==> config.mk <==
export PLATFORM = sky130hd
export DESIGN_NAME = if_fetch
export DESIGN_NICKNAME = d
export VERILOG_FILES = /design/src/rtl/if_fetch.sv
export SDC_FILE = /design/constraint.sdc
export NUM_CORES = 1
export LEC_CHECK = 0
export BUFFER_PORTS_ARGS = -buffer_cell sky130_fd_sc_hd__buf_2
export CAP_MARGIN = 30
export CORE_UTILIZATION = 31
export CTS_CLUSTER_SIZE = 16
export DETAILED_ROUTE_END_ITERATION = 7
export GPL_TIMING_DRIVEN = 0
export SLEW_MARGIN = 20
export SYNTH_ARGS = -nofsm -noshare
export SYNTH_HDL_FRONTEND = slang
export SYNTH_SLANG_ARGS = --single-unit
==> constraint.sdc <==
create_clock -name clk -period 1.8 [get_ports clk]
set_clock_uncertainty 0.1 [all_clocks]
set_input_delay 0 -clock clk [delete_from_list [all_inputs] [get_ports clk]]
set_output_delay 0 -clock clk [all_outputs]
set_load 0.1 [all_outputs]
==> src/rtl/if_fetch.sv <==
// rtl/if_fetch.sv - instruction-fetch stage: PC, imem req/ack, skid buffer, delay-slot redirects
//
// Owns the program counter and issues one word read at a time to instruction
// memory. Fetched words go to the IF/ID register, or into a one-entry skid
// buffer while ID stalls. Branch redirects are applied after the delay-slot
// word has been delivered.
//
// Ports:
//   clk            in   1   rising-edge clock
//   rst            in   1   synchronous active-high reset
//   stall          in   1   ID/EX hold; freezes if_pc/if_inst/if_valid
//   branch_flag    in   1   taken branch/jump from ID (sampled when stall=0)
//   branch_target  in  32   redirect address (bits [1:0] ignored)
//   imem_req       out  1   read request
//   imem_addr      out 32   read word address (= pc)
//   imem_ack       in   1   read complete, imem_rdata valid
//   imem_rdata     in  32   instruction word
//   if_pc          out 32   PC of instruction presented to ID
//   if_inst        out 32   instruction presented to ID (0 when invalid)
//   if_valid       out  1   if_inst is a real fetched word
module if_fetch #(
  parameter logic [31:0] RESET_PC = 32'hBFC0_0000
) (
  input  logic        clk,
  input  logic        rst,
  input  logic        stall,
  input  logic        branch_flag,
  input  logic [31:0] branch_target,
  output logic        imem_req,
  output logic [31:0] imem_addr,
  input  logic        imem_ack,
  input  logic [31:0] imem_rdata,
  output logic [31:0] if_pc,
  output logic [31:0] if_inst,
  output logic        if_valid
);

  localparam logic ST_FETCH    = 1'b0;
  localparam logic ST_BUFFERED = 1'b1;

  logic        state_q,       state_d;
  logic [31:0] pc_q,          pc_d;
  logic [31:0] buf_pc_q,      buf_pc_d;
  logic [31:0] buf_inst_q,    buf_inst_d;
  logic        pend_valid_q,  pend_valid_d;
  logic [31:0] pend_target_q, pend_target_d;
  logic [31:0] if_pc_q,       if_pc_d;
  logic [31:0] if_inst_q,     if_inst_d;
  logic        if_valid_q,    if_valid_d;

  logic [31:0] target_aligned;
  logic [31:0] next_pc;

  assign target_aligned = {branch_target[31:2], 2'b00};
  // A pending redirect captured while the delay slot was outstanding takes
  // the place of the sequential successor once that delay slot returns.
  assign next_pc        = pend_valid_q ? pend_target_q : (pc_q + 32'd4);

  assign imem_req  = ~rst & (state_q == ST_FETCH);
  assign imem_addr = pc_q;

  assign if_pc     = if_pc_q;
  assign if_inst   = if_inst_q;
  assign if_valid  = if_valid_q;

  always_comb begin
    state_d       = state_q;
    pc_d          = pc_q;
    buf_pc_d      = buf_pc_q;
    buf_inst_d    = buf_inst_q;
    pend_valid_d  = pend_valid_q;
    pend_target_d = pend_target_q;
    if_pc_d       = if_pc_q;
    if_inst_d     = if_inst_q;
    if_valid_d    = if_valid_q;

    if (state_q == ST_FETCH) begin
      if (imem_ack) begin
        pend_valid_d = 1'b0;
        pc_d         = next_pc;
        if (!stall) begin
          if_pc_d    = pc_q;
          if_inst_d  = imem_rdata;
          if_valid_d = 1'b1;
          // The word just delivered is the delay slot, so the target is next.
          if (branch_flag) begin
            pc_d = target_aligned;
          end
        end else begin
          buf_pc_d   = pc_q;
          buf_inst_d = imem_rdata;
          state_d    = ST_BUFFERED;
        end
      end else if (!stall) begin
        if_valid_d = 1'b0;
        if_inst_d  = 32'd0;
        // Delay slot still in flight: remember the target, keep imem_addr stable.
        if (branch_flag) begin
          pend_valid_d  = 1'b1;
          pend_target_d = target_aligned;
        end
      end
    end else begin
      if (!stall) begin
        if_pc_d    = buf_pc_q;
        if_inst_d  = buf_inst_q;
        if_valid_d = 1'b1;
        state_d    = ST_FETCH;
        // The buffered word being drained is the delay slot.
        if (branch_flag) begin
          pc_d = target_aligned;
        end
      end
    end
  end

  always_ff @(posedge clk) begin
    if (rst) begin
      state_q       <= ST_FETCH;
      pc_q          <= RESET_PC;
      buf_pc_q      <= 32'd0;
      buf_inst_q    <= 32'd0;
      pend_valid_q  <= 1'b0;
      pend_target_q <= 32'd0;
      if_pc_q       <= 32'd0;
      if_inst_q     <= 32'd0;
      if_valid_q    <= 1'b0;
    end else begin
      state_q       <= state_d;
      pc_q          <= pc_d;
      buf_pc_q      <= buf_pc_d;
      buf_inst_q    <= buf_inst_d;
      pend_valid_q  <= pend_valid_d;
      pend_target_q <= pend_target_d;
      if_pc_q       <= if_pc_d;
      if_inst_q     <= if_inst_d;
      if_valid_q    <= if_valid_d;
    end
  end

endmodule

Word level (Yosys, flattened, before mapping)

Cells that the tools add are included.

$add $sub $neg: 1
Eq/ne operators: 5
Multiplexer cells: 26
Bitwise logic cells: 5
Reductions and logical operators: 7

Operators with widths:

| operator                                       | count |
|---|---|
| 2-to-1 mux 32 bit                              | 16 |
| adder 32 x 3 -> 32 bit (second input constant) | 1 |
| AND reduction 3 bit                            | 4 |
| 2-to-1 mux 1 bit                               | 10 |
| != test 2 bit (second input constant)          | 3 |
| inverter 1 bit                                 | 4 |
| AND reduction 4 bit                            | 1 |
| nonzero test 2 bit                             | 2 |
| != test 3 x 1 -> 1 bit (second input constant) | 1 |
| != test 2 x 1 -> 1 bit (second input constant) | 1 |
| bitwise AND 1 bit                              | 1 |

Register bits after elaboration: 193
Input bits: 69
Output and inout bits: 98
Word-level logic and storage cells: 53

Logic depth before layout (Yosys ltp)

Gate-level depths: netlist of run 1.

Depth in word-level cells: 6
Depth in mapped cells: 8
Mapped depth without buffers: 6

Least setup slack after synthesis of run 1

OpenSTA, ideal clock, no wires.

Path kind: reg-to-reg
Start point: reg pc_q[11] (netlist: imem_addr[11])
End point: reg pc_q[27] (netlist: imem_addr[27])
Setup time: 124 ps
Data arrival time: 2587 ps
Required time: 1576 ps
Setup slack: -1011 ps
Stages on the path, launching flop included: 7
Buffers on the path: 1
Period minus slack after synthesis: 2811 ps
Path through: dfxtp_1 buf_2 nand4_4 or4_4 nor4_2 mux2i_1 o21ai_1

Longest elaborated chain between the ends: 6

Ends and longest elaborated chain:

| item                       | line | source |
|---|---|---|
| from (decl)                | 42   | `logic [31:0] pc_q, pc_d;` |
| from (signal assigned)     | 130  | `pc_q <= pc_d;` |
| adder 32 x 3 -> 32 bit (*) | 57   | `assign next_pc = pend_valid_q ? pend_target_q : (pc_q + 32'd4);` |
| 2-to-1 mux 32 bit (*)      | 57   |  |
| 2-to-1 mux 32 bit          | 86   | `if (branch_flag) begin` |
| 2-to-1 mux 32 bit (*)      | 81   | `if (!stall) begin` |
| 2-to-1 mux 32 bit (*)      | 78   | `if (imem_ack) begin` |
| 2-to-1 mux 32 bit (*)      | 77   | `if (state_q == ST_FETCH) begin` |

Mark *: on every way between the ends. The rest lies on a longest branch, timed or not. The select of a mux whose other input is x is not followed.
A chain may end at the register's enable or synchronous reset.

Final worst setup path of run 1

Start point: reg pc_q[21] (netlist: imem_addr[21])
End point: reg pc_q[24] (netlist: imem_addr[24])

Same word-level chain as after synthesis.

==> results of run 1 <==
## layer usage
| metal | vias to the layer above | track usage | share of wire |
|---|---|---|---|
| met3 | 58 | 0.0386 | 0.061 |
| met2 | 353 | 0.322 | 0.45 |
| li1 | 4336 | - | - |
| met1 | 4174 | 0.289 | 0.46 |
| met5 | - | 0 | 0 |
| met4 | 0 | 0.0818 | 0.033 |
## final timing paths
kind | to | slack, ps
setup / recovery | imem_addr[24] | -90
hold reg to reg | if_valid | 350
setup reg to reg | imem_addr[24] | -90
hold / removal | pend_valid_q | 10
## final cells by class
type / count / area [um2] / area share
buffer: 81 / 423 / 0.0360
clock inverter: 13 / 113 / 0.00959
multi-input combinational: 789 / 4510 / 0.384
sequential: 193 / 3960 / 0.337
clock buffer: 19 / 433 / 0.0369
timing repair buffer: 275 / 1850 / 0.157
inverter: 7 / 26.3 / 0.00224
tap: 341 / 427 / 0.0363
## synthesized netlist by cell type (all sizes together), types with 2 or more instances
library cell	number	area [um2]
a21oi	170	851
dfxtp	193	3860
a221o	6	60.1
o211ai	8	60.1
nand3b	21	158
nand2b	4	25.0
mux2i	50	500
and3	3	18.8
a31oi	3	18.8
or3	2	12.5
o221ai	6	52.6
a221oi	2	17.5
clkbuf	78	294
a31o	2	17.5
buf	16	71.3
inv	6	22.5
and2	4	25.0
a21o	7	52.6
nor2b	5	31.3
nor4	6	71.3
nand2	256	961
nand4	10	83.8
nor3	13	65.1
a211oi	37	278
o21ai	44	220
xnor2	7	61.3
and4	3	26.3
a311o	2	20.0
xor2	3	26.3
a2111oi	5	43.8
nor2	81	307
nand3	17	85.1
a32oi	2	17.5
## sequential cells by signal, summed over array words and instances (netlist names)
register / cells
imem_addr: 32
pend_valid_q: 1
buf_pc_q: 32
state_q: 1
pend_target_q: 30
if_valid: 1
if_inst: 32
if_pc: 32
buf_inst_q: 32
## logic make-up after synthesis
group,Yosys count
and+or+nand+nor,426
AOI/OAI and AO/OA,301
DFF,193
buffers and inverters,101
muxes,51
xor gates and xnor gates,10
adders and majority gates,1
## power by group through the flow
stage / combinational, mW / sequential (mW) / clock [mW]
5_1_grt: 2.74 / 4.70 / 3.84
4_1_cts: 2.51 / 4.67 / 3.67
3_3_place_gp: 2.33 / 4.76 / 0
6_report: 2.58 / 4.67 / 3.62
2_1_floorplan: 0.803 / 5.71 / 0
3_5_place_dp: 2.34 / 4.77 / 0
## worst max-delay path: stages, from the launching register on
cell,delay (ps)
dfxtp_4,370
nand4_1,220
nor4_4,410
nand3_1,150
a21o_1,180
a221o_1,330
## repair_timing
item | CTS | global route
hold buffers | 63 | 0
buffers inserted | 29 | 20
resized for setup | 79 | 45
endpoints found under the hold margin | 124 | 0
setup endpoints to repair | 190 | 114
pin swaps | 12 | 15
## through the flow
step | setup WS, ps | util | power [mW] | hold slack, ps | std cells
finish | -85.9 | 0.436 | 10.9 | 9.60 | 1718
global route | -154 | 0.436 | 11.3 | 19.7 | 1718
CTS | -104 | 0.428 | 10.9 | 16.6 | 1704
detailed placement | -613 | 0.371 | 7.10 | 159 | 1587
global placement | -583 | 0.371 | 7.09 | 153 | 1587
floorplan | -290 | - | 6.51 | 36.0 | 1083
==> metrics.cfg, run 1 <==
[status]
outcome = finished, violations left
violations = negative setup slack

[global_route]
grt_pass1_wl_um = 46000
grt_start_max_net_pins = 17
overflow = 0
grt_usage = 0.209
grt_pass1_vias = 8091
antenna_found_initial = 0

[sta]
max_freq_mhz = 530
tightest_slew_ps = 702
slew_violations = 0
grt_setup_unrepaired = yes
hold_viol_final = 0
period_share = 1.05
setup_ws_ps = -85.9
slew_headroom = 0.532
final.setup.tns_ps = -421
min_period_ps = 1890
setup_viol = 8

[min_path]
hold_depth = 3
hold_start = imem_ack
hold_path.class = primary input to register

[finish]
diodes = 0
final_cell_mix = nand2_1, buf_2, a21oi_1, dfxtp_1, nor2_1
syn_to_final_growth_pct = 37.8
fillers = 2709
final_nets = 1434
final_area_um2 = 11700
drive_gt1_frac = 0.257
final_common_cell = nand2_1

[power_and_ir_drop]
swShare = 0.348
power.density_nw_per_um2 = 926
p_leak_nw = 4.62
combPwrFrac = 0.238
clkPwrFrac = 0.333
p_int_mw = 7.08
peakVddDrop_uv = 598
switchingPower_mw = 3.79
power_frac_seq = 0.430

[critical_path]
startpoint = imem_addr[21]
arrival_ps = 2090
critical_path_required_ps = 2000
r2r-start = imem_addr[21]
reg2reg_depth = 5
crit_path_end_kind = register
critical_path_class = register to register
crit_path_max_fanout = 5
start_kind = register

[yosys]
synth_seq_area_share = 0.454
synth_warnings = 0
synthArstFlopShare = 0
synthAdderAreaFrac = 0.00147
ys_ff_latch = 193
synth_compound_area_frac = 0.208
syn_area_um2 = 8520
yosys.cell_types.count = 52
synth_xor_area_frac = 0.0103
ys.flop_type = dfxtp_1
syn_area_per_cell_um2 = 7.87
synth_edf_count = 0
synth_top_family_by_area = simple AND/OR/NAND/NOR gates
synth_fp_nets = 1153
syn_inst = 1083
synth_mux_area_frac = 0.0601
synth-simple-area-share = 0.221

[detailed_routing]
routed_wl_um = 29800
drc = 0
drt-pass1-iter-count = 5
ant_nets = 0
wire_per_inst_um = 17.3
drt_iter0_markers = 779
vias_per_cell = 5.19
vias = 8921

[floorplan]
core_area_um2 = 27000
num_rows = 60
dieArea_um2 = 28100
ioPinCount = 167
start_util = 0.316
die_x_um = 168
die_h_um = 168

[clocking]
clkTransAtPathRegs_ps = 70
clock-root-buffer = clkbuf_16
cts_made_buffers = 17
clock_latency_ps = 430
cts_tree = yes
cts.sinks = 193
clk_path_buf_depth = 2
htree_levels = 4

[job]
cap_violations = 0

[placement]
io_buffer_count = 163
placed_cell_area_um2 = 9990
gp_congestion = 0.879
dp_hpwl_um = 21200

(Power assumes the default switching activity.)
==> inputs of run 2 (changes only) <==
--- a/config.mk
+++ b/config.mk
@@ -7,10 +7,12 @@
 export LEC_CHECK = 0
 export BUFFER_PORTS_ARGS = -buffer_cell sky130_fd_sc_hd__buf_2
 export CAP_MARGIN = 30
+export CORE_ASPECT_RATIO = 0.5
 export CORE_UTILIZATION = 31
 export CTS_CLUSTER_SIZE = 16
 export DETAILED_ROUTE_END_ITERATION = 7
 export GPL_TIMING_DRIVEN = 0
+export HOLD_SLACK_MARGIN = 0.05
 export SLEW_MARGIN = 20
 export SYNTH_ARGS = -nofsm -noshare
 export SYNTH_HDL_FRONTEND = slang
==> run 2 against run 1 <==
Against the previous run:
- first-iteration DRC count decreased by 18%
- final cell count increased by 0.52%
- combinational power about the same
- design area increased by 0.63%
- the flow still finishes with violations (negative setup slack)
- via count increased by 1.3%
- non-clock buffer count decreased by 4
- largest cell class unchanged
- highest routed layer unchanged
- wire length increased by 4.8%
- register-to-register slack got worse by 20 ps
- total power increased by 0.37%
- sequential power about the same
==> metrics.cfg, run 2 (synthesis gave the netlist of run 1 again) <==
[power_and_ir_drop]
peakVddDrop_uv = 570  ; -4.6%
switchingPower_mw = 3.81  ; +0.56%
power_frac_seq = 0.430  ; about the same
combPwrFrac = 0.237  ; about the same
clkPwrFrac = 0.333  ; about the same
p_leak_nw = 4.64  ; +0.41%
power.density_nw_per_um2 = 923  ; -0.25%
swShare = 0.349  ; +0.000644
p_int_mw = 7.10  ; +0.27%
finalPower_mw = 10.9  ; +0.37%

[placement]
placed_cell_area_um2 = 10000  ; +0.14%
io_buffer_count = 163  ; unchanged
dp.cells = 1598  ; +0.69%
gp_congestion = 0.892  ; +1.5%
preCtsSetupSlack_ps = -669  ; -55.1 ps
dp_hpwl_um = 22000  ; +4.0%

[detailed_routing]
drc = 0  ; unchanged
drt-pass1-iter-count = 7  ; +2
wire_per_inst_um = 18.1  ; +4.3%
ant_nets = 0  ; unchanged
vias_per_cell = 5.23  ; +0.81%
vias = 9040  ; +1.3%
routed_wl_um = 31200  ; +4.8%
drt_iter0_markers = 640  ; -18%

[floorplan]
core_area_um2 = 26700  ; -0.95%
dieArea_um2 = 28200  ; +0.14%
die_h_um = 119  ; -29%
die_x_um = 236  ; +41%
num_rows = 42  ; -30%
start_util = 0.319  ; +0.00302
ioPinCount = 167  ; unchanged

[status]
outcome = finished, violations left
violations = negative setup slack

[critical_path]
startpoint = imem_addr[16]
r2r-start = imem_addr[16]
crit_chain = nand2_4 -> or4_4 -> nor4_4 -> xnor2_1 -> o2111ai_1
cp_slowest_stage_delay_ps = 600  ; +190 ps
critical_path_required_ps = 2010  ; about the same
critical_path_class = register to register
start_kind = register
crit_path_max_fanout = 6  ; +1
critical_path.top_delay_family = simple AND/OR/NAND/NOR gates
crit_buf_inv = 0  ; unchanged
crit_path_end_kind = register
arrival_ps = 2120  ; +30 ps
slowest_stage = or4_4

[finish]
final_area_um2 = 11800  ; +0.63%
drive_gt1_frac = 0.260  ; +0.00293
fillers = 2687  ; -0.81%
final_cell_mix = nand2_1, buf_2, a21oi_1, dfxtp_1, nor2_1
final_nets = 1431  ; -0.21%
syn_to_final_growth_pct = 38.7
final_common_cell = nand2_1
final_cells = 1727  ; +0.52%
fin_util = 0.443  ; +0.00693

[clocking]
htree_levels = 4  ; unchanged
clkTransAtPathRegs_ps = 70  ; about the same
clock-root-buffer = clkbuf_16
cts_tree = yes
clock_latency_ps = 450  ; +20 ps
cts_made_buffers = 17  ; unchanged
clk_path_buf_depth = 2  ; unchanged
cts.sinks = 193  ; unchanged

[sta]
setup_viol = 7  ; -1
tightest_slew_ps = 765  ; +63.4 ps
max_freq_mhz = 523  ; -1.3%
hold_viol_final = 0  ; unchanged
slew_violations = 0  ; unchanged
period_share = 1.06  ; +0.0138
min_period_ps = 1910  ; +24.8 ps
grt_setup_unrepaired = yes
slew_headroom = 0.490  ; -0.0422
setup_ws_ps = -111  ; -24.8 ps

[job]
cap_violations = 0  ; unchanged

[global_route]
grt_usage = 0.220  ; +0.0110
grt_start_max_net_pins = 17  ; unchanged
grt_pass1_vias = 8670  ; +7.2%
grt_pass1_wl_um = 47900  ; +4.0%
overflow = 0  ; unchanged
antenna_found_initial = 2  ; +2

[min_path]
hold_start = stall
hold_path.class = primary input to register

==> run 2: what timing repair did <==
item                                   4_1_cts  5_1_grt
hold buffers                                66        0
endpoints found under the hold margin      126        0
buffers inserted                            21       18
pin swaps                                   10       18
gates resized for setup                     73       66
cloned                                       0        1
setup endpoints to repair                  189      178
==> run 2: layer usage <==
layer  global-route usage  wire length [um]  up-vias
met3               0.0410              1420       45
met5                    0                 0        -
met2                0.377             15400      244
met1                0.279             13800     4416
met4               0.0718               579        0
li1                     -                 -     4335
==> run 2: path summary, 6_finish.rpt <==
check	endpoint	slack, ps	depth (start not counted)
max reg2reg	imem_addr[29]	-110	5
max	imem_addr[29]	-110	5
min	if_inst[1]	170	5
min reg2reg	if_valid	350	2
==> run 2: cell type report <==
| type | instances | area [um2] | share of cell area |
|---|---|---|---|
| repair buffers | 268 | 1830 | 0.155 |
| plain buffers | 84 | 455 | 0.0385 |
| inverters | 7 | 26.3 | 0.00222 |
| well taps | 352 | 440 | 0.0373 |
| multi-input cells | 790 | 4560 | 0.386 |
| clock inverters | 10 | 88.8 | 0.00752 |
| clock buffers | 21 | 450 | 0.0381 |
| diodes | 2 | 5.00 | 0.000424 |
| flip-flops and latches | 193 | 3960 | 0.335 |
==> run 2: power groups by stage <==
stage	sequential, mW	clock (mW)	combinational [mW]
floorplan	5.71	0	0.803
global placement	4.77	0	2.32
detailed placement	4.77	0	2.34
CTS	4.68	3.69	2.50
global route	4.71	3.87	2.73
finish	4.69	3.64	2.59
==> run 2: tightest hold or removal path, delay by kind of cell <==
kind / cells / cell delay, ps
AO/OA/AOI/OAI: 2 / 240
buffers and inverters: 2 / 370
AND/OR/NAND/NOR: 1 / 80
==> run 2: through the flow <==
step | hold slack, ps | TNS [ps]
after global routing | 229 | -981
after detailed placement | 161 | -75880
after global placement | 153 | -66300
after CTS | 153 | -903
final | 173 | -298
after floorplan | 36.0 | -1830
==> inputs of run 3 (changes only) <==
--- a/config.mk
+++ b/config.mk
@@ -9,10 +9,10 @@
 export CAP_MARGIN = 30
 export CORE_ASPECT_RATIO = 0.5
 export CORE_UTILIZATION = 31
-export CTS_CLUSTER_SIZE = 16
 export DETAILED_ROUTE_END_ITERATION = 7
 export GPL_TIMING_DRIVEN = 0
 export HOLD_SLACK_MARGIN = 0.05
+export RECOVER_POWER = 50
 export SLEW_MARGIN = 20
 export SYNTH_ARGS = -nofsm -noshare
 export SYNTH_HDL_FRONTEND = slang
==> run 3 against run 2 <==
Against the previous run:
- the run still ends with negative setup slack left
- critical path depth unchanged
- final cell count unchanged
- wire length rose by 0.25%
- sequential power about the same
- maximum frequency hardly changed
- sequential cell count stayed put
- critical path type unchanged
- critical endpoint unchanged
- largest power group unchanged
==> metrics.cfg, run 3 (synthesis gave the netlist of run 1 again) <==
[status]
outcome = finished, violations left
violations = negative setup slack

[placement]
dp_hpwl_um = 22000  ; unchanged
io_buffer_count = 163  ; unchanged
gp_congestion = 0.892  ; unchanged
dp.cells = 1598  ; unchanged
preCtsSetupSlack_ps = -669  ; unchanged

[floorplan]
die_h_um = 119  ; unchanged
start_util = 0.319  ; unchanged
dieArea_um2 = 28200  ; unchanged
num_rows = 42  ; unchanged
core_area_um2 = 26700  ; unchanged
die_x_um = 236  ; unchanged
ioPinCount = 167  ; unchanged

[finish]
final_common_cell = nand2_1
fin_util = 0.442  ; -0.000984
final_nets = 1431  ; unchanged
syn_to_final_growth_pct = 38.4
final_cell_mix = nand2_1, a21oi_1, dfxtp_1, clkbuf_2, nor2_1
final_cells = 1727  ; unchanged
drive_gt1_frac = 0.259  ; -0.00146

[sta]
slew_violations = 0  ; unchanged
period_share = 1.06  ; about the same
slew_headroom = 0.478  ; -0.0121
min_period_ps = 1910  ; -0.681 ps
setup_viol = 25  ; +18
setup_ws_ps = -110  ; +0.681 ps
grt_setup_unrepaired = yes
tightest_slew_ps = 783  ; +18.1 ps
max_freq_mhz = 524  ; about the same
hold_viol_final = 0  ; unchanged
final.setup.tns_ps = -506  ; -208 ps

[detailed_routing]
drt-pass1-iter-count = 6  ; -1
drt_iter0_markers = 655  ; +2.3%
drc = 0  ; unchanged
routed_wl_um = 31300  ; +0.25%
ant_nets = 0  ; unchanged
wire_per_inst_um = 18.1  ; +0.25%
vias_per_cell = 5.23  ; unchanged
vias = 9040  ; unchanged

[power_and_ir_drop]
power.density_nw_per_um2 = 924  ; about the same
p_leak_nw = 4.59  ; -1.2%
finalPower_mw = 10.9  ; -0.17%
peakVddDrop_uv = 569  ; -0.21%

[min_path]
hold_path.class = primary input to register
hold_depth = 5  ; unchanged
hold_start = stall
hold_path_end = if_inst[1]

[global_route]
antenna_found_initial = 2  ; unchanged
overflow = 0  ; unchanged
grt_start_max_net_pins = 17  ; unchanged
grt_pass1_wl_um = 47900  ; unchanged
grt_pass1_vias = 8670  ; unchanged
grt_usage = 0.220  ; unchanged

[clocking]
htree_levels = 4  ; unchanged
clock_latency_ps = 450  ; about the same
clkTransAtPathRegs_ps = 70  ; about the same
cts_tree = yes
cts_made_buffers = 17  ; unchanged
clock-root-buffer = clkbuf_16
cts.sinks = 193  ; unchanged
clk_path_buf_depth = 2  ; unchanged

[critical_path]
crit_path_end_kind = register
arrival_ps = 2110  ; about the same
timing.rr.end = imem_addr[29]
crit_path_max_fanout = 6  ; unchanged
r2r-start = imem_addr[16]
start_kind = register
critical_path_required_ps = 2000  ; about the same
reg2reg_depth = 5  ; unchanged
critical_path_class = register to register
regToRegSetupSlack_ps = -110  ; about the same

[job]
cap_violations = 0  ; unchanged

run 3: through the flow:
step	cell area [um2]	hold WS (ps)
2_1_floorplan	8750	36.0
3_3_place_gp	10000	153
3_5_place_dp	10000	161
4_1_cts	11500	153
5_1_grt	11800	216
6_report	11800	160
run 3: critical path: stages, from the launching register on:
cell,delay (ps)
dfxtp_4,410
nand2_4,70
or4_4,590
nor4_4,300
xnor2_1,170
o2111ai_1,120
run 3: cell type report:
| type | count | area [um2] |
|---|---|---|
| Tap cell | 352 | 440 |
| Timing Repair Buffer | 268 | 1830 |
| Clock buffer | 21 | 450 |
| Fill cell | 2694 | 14900 |
| Buffer | 84 | 440 |
| Multi-Input combinational cell | 790 | 4550 |
| Inverter | 7 | 26.3 |
| Antenna cell | 2 | 5.00 |
| Clock inverter | 10 | 88.8 |
| Sequential cell | 193 | 3960 |
run 3: how the worst max path moves through the flow:
| stage | startpoint | endpoint | slack, ps | cells past startpoint |
|---|---|---|---|---|
| 2_1_floorplan | imem_addr[12] | imem_addr[27] | -290 | 6 |
| 3_3_place_gp | state_q | if_inst[29] | -590 | 7 |
| 3_5_place_dp | state_q | imem_addr[25] | -670 | 6 |
| 4_1_cts | imem_addr[12] | imem_addr[29] | -130 | 5 |
| 5_1_grt | imem_addr[16] | imem_addr[29] | -170 | 5 |
| 6_report | imem_addr[16] | imem_addr[29] | -110 | 5 |
run 3: timing repair:
item / 4_1_cts / 5_1_grt
hold buffers: 66 / 0
resized for setup: 73 / 66
setup buffers: 21 / 18
endpoints found under the hold margin: 126 / 0
cloned: 0 / 1
pin swaps: 10 / 18
endpoints found under the setup margin: 189 / 178
run 3: power by group:
group          leakage (nW)  internal, mW  switching, mW  total (mW)
combinational          2.73         0.676           1.90        2.58
sequential             1.59          4.49          0.201        4.69
clock                 0.266          1.93           1.70        3.62
run 3: layer usage:
metal  wire length, um  GRT usage
met5                 0          0
met4               534     0.0718
met3              1580     0.0410
met2             15400      0.377
met1             13800      0.279
